==> config.mk <==
export PLATFORM = sky130hd
export DESIGN_NAME = gp_arb_flat
export DESIGN_NICKNAME = d
export VERILOG_FILES = /design/src/rtl/gp_arb_if.sv /design/src/rtl/gp_arb.sv /design/src/flat_wrapper.sv
export SDC_FILE = /design/constraint.sdc
export NUM_CORES = 1
export LEC_CHECK = 0
export CORE_MARGIN = 2
export CORE_UTILIZATION = 30
export DETAILED_ROUTE_END_ITERATION = 6
export PLACE_DENSITY_LB_ADDON = 0.25
export REMOVE_ABC_BUFFERS = 1
export SLEW_MARGIN = 5
export SYNTH_ARGS = -nofsm -noshare
export SYNTH_HDL_FRONTEND = slang
export SYNTH_SLANG_ARGS = --single-unit
==> constraint.sdc <==
create_clock -name iCLK -period 3.75 [get_ports iCLK]
set_clock_uncertainty 0.05 [all_clocks]
set_input_delay 1.125 -clock iCLK [delete_from_list [all_inputs] [get_ports iCLK]]
set_output_delay 1.125 -clock iCLK [all_outputs]
set_load 0.02 [all_outputs]
==> src/rtl/gp_arb_if.sv <==
// Core-side register bus between gp_arb and the register core.
// The arbiter drives address/data/strobe; the core returns registered
// read data and an error flag one cycle after the access.
interface gp_arb_if #(
   parameter int AW = 8,
   parameter int DW = 32
) ();
   logic [AW-1:0] oWADR;
   logic          oWR;
   logic [DW-1:0] oWDAT;
   logic [AW-1:0] oRADR;
   logic [DW-1:0] iRDAT;
   logic          iERR;

   modport master (
      output oWADR, oWR, oWDAT, oRADR,
      input  iRDAT, iERR
   );

   modport slave (
      input  oWADR, oWR, oWDAT, oRADR,
      output iRDAT, iERR
   );
endinterface

==> src/rtl/gp_arb.sv <==
// Two-requester arbiter in front of a single register core.
// One transaction per grant: IDLE -> ISSUE -> RESP, ACK pulse back in IDLE.
//
// state | meaning
// ------+-----------------------------------------------------------
// IDLE  | waiting; grants the winning eligible request
// ISSUE | latched command driven onto the core bus for one cycle
// RESP  | core read data / error valid; captured for the winner
module gp_arb #(
   parameter int RR = 1,
   parameter int AW = 8,
   parameter int DW = 32
) (
   input  logic          iCLK,
   input  logic          iRSTN,
   input  logic          iREQ0,
   input  logic          iREQ1,
   input  logic          iWE0,
   input  logic          iWE1,
   input  logic [AW-1:0] iADR0,
   input  logic [AW-1:0] iADR1,
   input  logic [DW-1:0] iWDAT0,
   input  logic [DW-1:0] iWDAT1,
   output logic          oACK0,
   output logic          oACK1,
   output logic [DW-1:0] oRDAT0,
   output logic [DW-1:0] oRDAT1,
   output logic          oERR0,
   output logic          oERR1,
   output logic          oBUSY,
   gp_arb_if.master      core
);

   typedef enum logic [1:0] {
      IDLE  = 2'd0,
      ISSUE = 2'd1,
      RESP  = 2'd2
   } stateT;

   stateT         state;
   stateT         stateNxt;
   logic          grant;
   logic          winner;
   logic          lastGnt;
   logic          cmdIdx;
   logic          cmdWe;
   logic [AW-1:0] cmdAdr;
   logic [DW-1:0] cmdWdat;
   logic          elig0;
   logic          elig1;

   // A requester still high during its own ACK cycle is not re-granted.
   assign elig0 = iREQ0 & ~oACK0;
   assign elig1 = iREQ1 & ~oACK1;

   // Winner select: tie goes to the requester not granted last (RR) or to 0.
   always_comb begin
      winner = 1'b0;
      if (elig0 && elig1) begin
         winner = (RR != 0) ? ~lastGnt : 1'b0;
      end else if (elig1) begin
         winner = 1'b1;
      end
   end

   // Next-state logic; grant marks the IDLE->ISSUE transition.
   always_comb begin
      stateNxt = state;
      grant    = 1'b0;
      case (state)
         IDLE: begin
            if (elig0 || elig1) begin
               stateNxt = ISSUE;
               grant    = 1'b1;
            end
         end
         ISSUE:   stateNxt = RESP;
         RESP:    stateNxt = IDLE;
         default: stateNxt = IDLE;
      endcase
   end

   // State register plus command latch and last-grant pointer, loaded on grant.
   always_ff @(posedge iCLK or negedge iRSTN) begin
      if (!iRSTN) begin
         state   <= IDLE;
         lastGnt <= 1'b1;
         cmdIdx  <= 1'b0;
         cmdWe   <= 1'b0;
         cmdAdr  <= '0;
         cmdWdat <= '0;
      end else begin
         state <= stateNxt;
         if (grant) begin
            lastGnt <= winner;
            cmdIdx  <= winner;
            cmdWe   <= winner ? iWE1 : iWE0;
            cmdAdr  <= winner ? iADR1 : iADR0;
            cmdWdat <= winner ? iWDAT1 : iWDAT0;
         end
      end
   end

   // Response capture for the latched winner; the other side holds its value.
   always_ff @(posedge iCLK or negedge iRSTN) begin
      if (!iRSTN) begin
         oACK0  <= 1'b0;
         oACK1  <= 1'b0;
         oRDAT0 <= '0;
         oRDAT1 <= '0;
         oERR0  <= 1'b0;
         oERR1  <= 1'b0;
      end else begin
         oACK0 <= 1'b0;
         oACK1 <= 1'b0;
         if (state == RESP) begin
            if (cmdIdx == 1'b0) begin
               oACK0  <= 1'b1;
               oRDAT0 <= core.iRDAT;
               oERR0  <= core.iERR;
            end else begin
               oACK1  <= 1'b1;
               oRDAT1 <= core.iRDAT;
               oERR1  <= core.iERR;
            end
         end
      end
   end

   // Core bus carries the latched command only during ISSUE, zero otherwise.
   assign core.oWR   = (state == ISSUE) & cmdWe;
   assign core.oWADR = (state == ISSUE) ? cmdAdr : '0;
   assign core.oRADR = (state == ISSUE) ? cmdAdr : '0;
   assign core.oWDAT = (state == ISSUE) ? cmdWdat : '0;
   assign oBUSY      = (state != IDLE);

endmodule
==> src/flat_wrapper.sv <==
// flat-port wrapper written by rule: the top's interface ports become plain ports
module gp_arb_flat 
#(
   parameter int RR = 1,
   parameter int AW = 8,
   parameter int DW = 32
)
  (iCLK, iRSTN, iREQ0, iREQ1, iWE0, iWE1, iADR0, iADR1, iWDAT0, iWDAT1, oACK0, oACK1, oRDAT0, oRDAT1, oERR0, oERR1, oBUSY, core_oWADR, core_oWR, core_oWDAT, core_oRADR, core_iRDAT, core_iERR);
  gp_arb_if #(.AW(AW), .DW(DW)) core_i ();
  input  logic iCLK;
  input  logic iRSTN;
  input  logic iREQ0;
  input  logic iREQ1;
  input  logic iWE0;
  input  logic iWE1;
  input  logic [AW-1:0] iADR0;
  input  logic [AW-1:0] iADR1;
  input  logic [DW-1:0] iWDAT0;
  input  logic [DW-1:0] iWDAT1;
  output logic oACK0;
  output logic oACK1;
  output logic [DW-1:0] oRDAT0;
  output logic [DW-1:0] oRDAT1;
  output logic oERR0;
  output logic oERR1;
  output logic oBUSY;
  output wire logic [$bits(core_i.oWADR)-1:0] core_oWADR;
  output wire logic [$bits(core_i.oWR)-1:0] core_oWR;
  output wire logic [$bits(core_i.oWDAT)-1:0] core_oWDAT;
  output wire logic [$bits(core_i.oRADR)-1:0] core_oRADR;
  input wire logic [$bits(core_i.iRDAT)-1:0] core_iRDAT;
  input wire logic [$bits(core_i.iERR)-1:0] core_iERR;
  assign core_oWADR = core_i.oWADR;
  assign core_oWR = core_i.oWR;
  assign core_oWDAT = core_i.oWDAT;
  assign core_oRADR = core_i.oRADR;
  assign core_i.iRDAT = core_iRDAT;
  assign core_i.iERR = core_iERR;
  gp_arb #(.RR(RR), .AW(AW), .DW(DW)) u_core (.iCLK(iCLK), .iRSTN(iRSTN), .iREQ0(iREQ0), .iREQ1(iREQ1), .iWE0(iWE0), .iWE1(iWE1), .iADR0(iADR0), .iADR1(iADR1), .iWDAT0(iWDAT0), .iWDAT1(iWDAT1), .oACK0(oACK0), .oACK1(oACK1), .oRDAT0(oRDAT0), .oRDAT1(oRDAT1), .oERR0(oERR0), .oERR1(oERR1), .oBUSY(oBUSY), .core(core_i));
endmodule
==> out/summary.txt <==
Router iterations before antenna repair: 4
F_max: 0.294 GHz
Delay-heaviest family, CP: buffers and inverters
RSZ-0062 raised after global routing: false
Die width: 143 um
First-pass GRT wire length: 26.2 mm
Avg Inst Size Synth: 12.8 um2
Post-synth top flop: dfrtp_1
Worst EP required: 2.57 ns
Final weighted congestion in routability-driven placement: 0.765
Final wirelength: 16.9 mm
Syn. warnings: 0
Row Count: 50
Asr flop ratio synth: 100%
Worst Hold Endpoint: u_core.oRDAT0[20]
Final hold vios: 0
Combinational power share: 52.8%
Share of layout cells above drive strength 1: 22.8%
Post-synth cell types: 25
Final period util: 90.6%
Synth top area cells: dfrtp_1, mux2_2, a2bb2oi_2
Clock sink total: 113
Core ar.: 18,900 um2
Leakage: 3.56 nW
Commonest cells post-synth: dfrtp_1, mux2_2, and3b_1
Sw frac: 36.9%
Number of antenna violations at the first check in global routing: 0
Slew @ Worst Pin: 0.792 ns
Hold_buf cts: 0
Largest area contributor in the netlist: dfrtp_1
Ant. Diodes: 0
Crit path kind: reg -> out
Die area: 20,500 um2
Grt ovf: 0
Area grow syn2layout: 53.5%
Mapped Cells: 455
# IOs: 237
Worst hold stages: 1
Vias in the first global route: 4,846
Most common cell in the netlist: dfrtp_1
Worst path slowest cell: clkdlybuf4s50_1
Vias per Instance: 4.94
Max Cap Viol: 0
Post-CTS setup buffers: 0
CTS root buf: clkbuf_16
Post-DRT Antenna Nets: 0
HP Start: u_core.oRDAT0[20]
Pre-CTS setup slack: 0.698 ns
CP peak stage delay: 0.63 ns
Switching pwr: 3.02 mW
Post-route setup slack: 0.353 ns
Bufs and invs on worst path: 2
Worst R2R Setup Slack: 1.68 ns
Clock-pin slew on the worst setup and hold paths: 0.06 ns
CTS tree: built
Htree depth: 4
Peak VDD IR: 0.308 mV
Critical path data arrival time: 2.22 ns
Relative slew slack: 47.2%
Setup violations, final: 0
Syn Std Cell Area: 5820 um2
Seq/Total Area, Yosys: 48.6%
Critical Path End Type: primary output
Setup TNS: 0 ns
Total internal power: 5.16 mW
PortBufs: 236
Starting Density: 30.8%
TritonCTS buffer count: 17
Final HPWL DP: 11.4 mm
Drt wl/cell: 18.0 um
Reg-to-Reg End: u_core.cmdWdat[12]
CTS max path bufs: 2
Power Density: 915 nW/um2
CTS resizes: 0
Worst Reg-to-Reg Cells: 5
CP cell instances: nor2b_2, buf_4, and2_1, clkdlybuf4s50_1
Seq cells post-synth: 113
Total Nets Final: 786
DRT iter0 DRCs: 130
CP Launch Type: register
Sequential power share: 27.1%
Period minus WS final: 3.40 ns
Height of the die: 143 um
Number of synthesized flops with an enable pin: 0
Outcome: finished, final reports clean
Via count of the routed design: 4,642
Clk pwr share: 20.2%
HP Class: reg -> reg
RR Startpoint: u_core.oACK1
Critical path peak fanout: 42
Share of Yosys cell area claimed by the top area cell type: 48.2%
Fin. max-slew vios: 0
Drc violations: 0
Largest net degree at the start of global routing: 61
Latest clock arrival within the worst-skew pair: 0.40 ns
GRT Resource Usage Total: 16.5%
through the flow:
| stage | cells | area [um2] | util, % | hold WS, ns | total power, mW |
|---|---|---|---|---|---|
| 2_1_floorplan | 398 | 5480 | - | 0.437 | 4.67 |
| 3_3_place_gp | 908 | 8320 | 44.1 | 0.418 | 6.50 |
| 3_5_place_dp | 908 | 8320 | 44.1 | 0.436 | 6.59 |
| 4_1_cts | 940 | 8930 | 47.3 | 0.450 | 8.28 |
| 5_1_grt | 940 | 8930 | 47.3 | 0.457 | 8.63 |
| 6_report | 940 | 8930 | 47.3 | 0.440 | 8.18 |
area by class of cell:
class / instances / area [um2]
Timing Repair Buffer: 250 / 2510
Clock inverter: 15 / 184
Clock buffer: 17 / 425
Inverter: 2 / 20.0
Multi-Input combinational cell: 283 / 2630
Tap cell: 260 / 325
Fill cell: 1725 / 9960
Sequential cell: 113 / 2830
kinds of logic (layout without fill, tap and decap cells):
family / after synthesis / count (layout) / synth area share (%)
multiplexers: 66 / 66 / 12.8
buffers and inverters: 59 / 284 / 6.21
AO/OA/AOI/OAI: 126 / 126 / 20.6
flip-flops: 113 / 113 / 48.6
AND/OR/NAND/NOR: 91 / 91 / 11.8
cells in the final DEF (no fill, tap or decap):
cell type / n
clkbuf_16: 17
a21o_1: 2
nor3_1: 1
clkdlybuf4s50_1: 235
clkinv_8: 1
bufinv_16: 3
clkinv_4: 4
buf_12: 4
dfstp_2: 1
a221oi_1: 41
inv_6: 3
a2bb2oi_1: 2
o21ai_0: 41
a21o_4: 1
nor2b_2: 1
mux2_1: 3
clkinvlp_4: 3
nor3b_4: 1
buf_4: 11
and3b_1: 42
nand2b_2: 1
and2_1: 41
nand2b_1: 1
clkinv_2: 2
dfrtp_1: 112
mux2_2: 63
nand3b_1: 2
or2_1: 1
a2bb2oi_2: 39
inv_1: 1
flip-flops by register name, summed over array words and instances, names as in the netlist:
signal	cells
u_core.oRDAT0	32
u_core.oERR1	1
u_core.cmdIdx	1
u_core.state	2
u_core.oACK0	1
u_core.cmdWe	1
u_core.cmdAdr	8
u_core.oACK1	1
u_core.lastGnt	1
u_core.oRDAT1	32
u_core.cmdWdat	32
u_core.oERR0	1
power groups by stage:
stage,Clock [mW],Sequential (mW),Combinational [mW]
2_1_floorplan,0,2.65,2.03
3_3_place_gp,0,2.19,4.30
3_5_place_dp,0,2.23,4.36
4_1_cts,1.69,2.22,4.37
5_1_grt,1.75,2.29,4.59
6_report,1.65,2.21,4.31
layer usage:
metal  up-vias  GRT usage [%]  routed length, um
li1       2127              -                  -
met3        12           5.87               1550
met2       225           26.4               7810
met4         0           4.33                126
met1      2278           21.4               7470
met5         -              0                  0
how the worst max path moves through the flow:
stage                     from  cells after the start            endpoint  slack (ns)
2_1_floorplan            iREQ1                      4    u_core.cmdAdr[7]        0.57
3_3_place_gp             iREQ0                      5  u_core.cmdWdat[25]        0.76
3_5_place_dp             iREQ0                      5    u_core.cmdAdr[5]        0.70
4_1_cts        u_core.state[0]                      4       core_oRADR[6]        0.29
5_1_grt        u_core.state[0]                      4       core_oRADR[6]        0.24
6_report       u_core.state[0]                      4       core_oRADR[6]        0.35
Note: power is estimated with default switching activity, not from simulation.
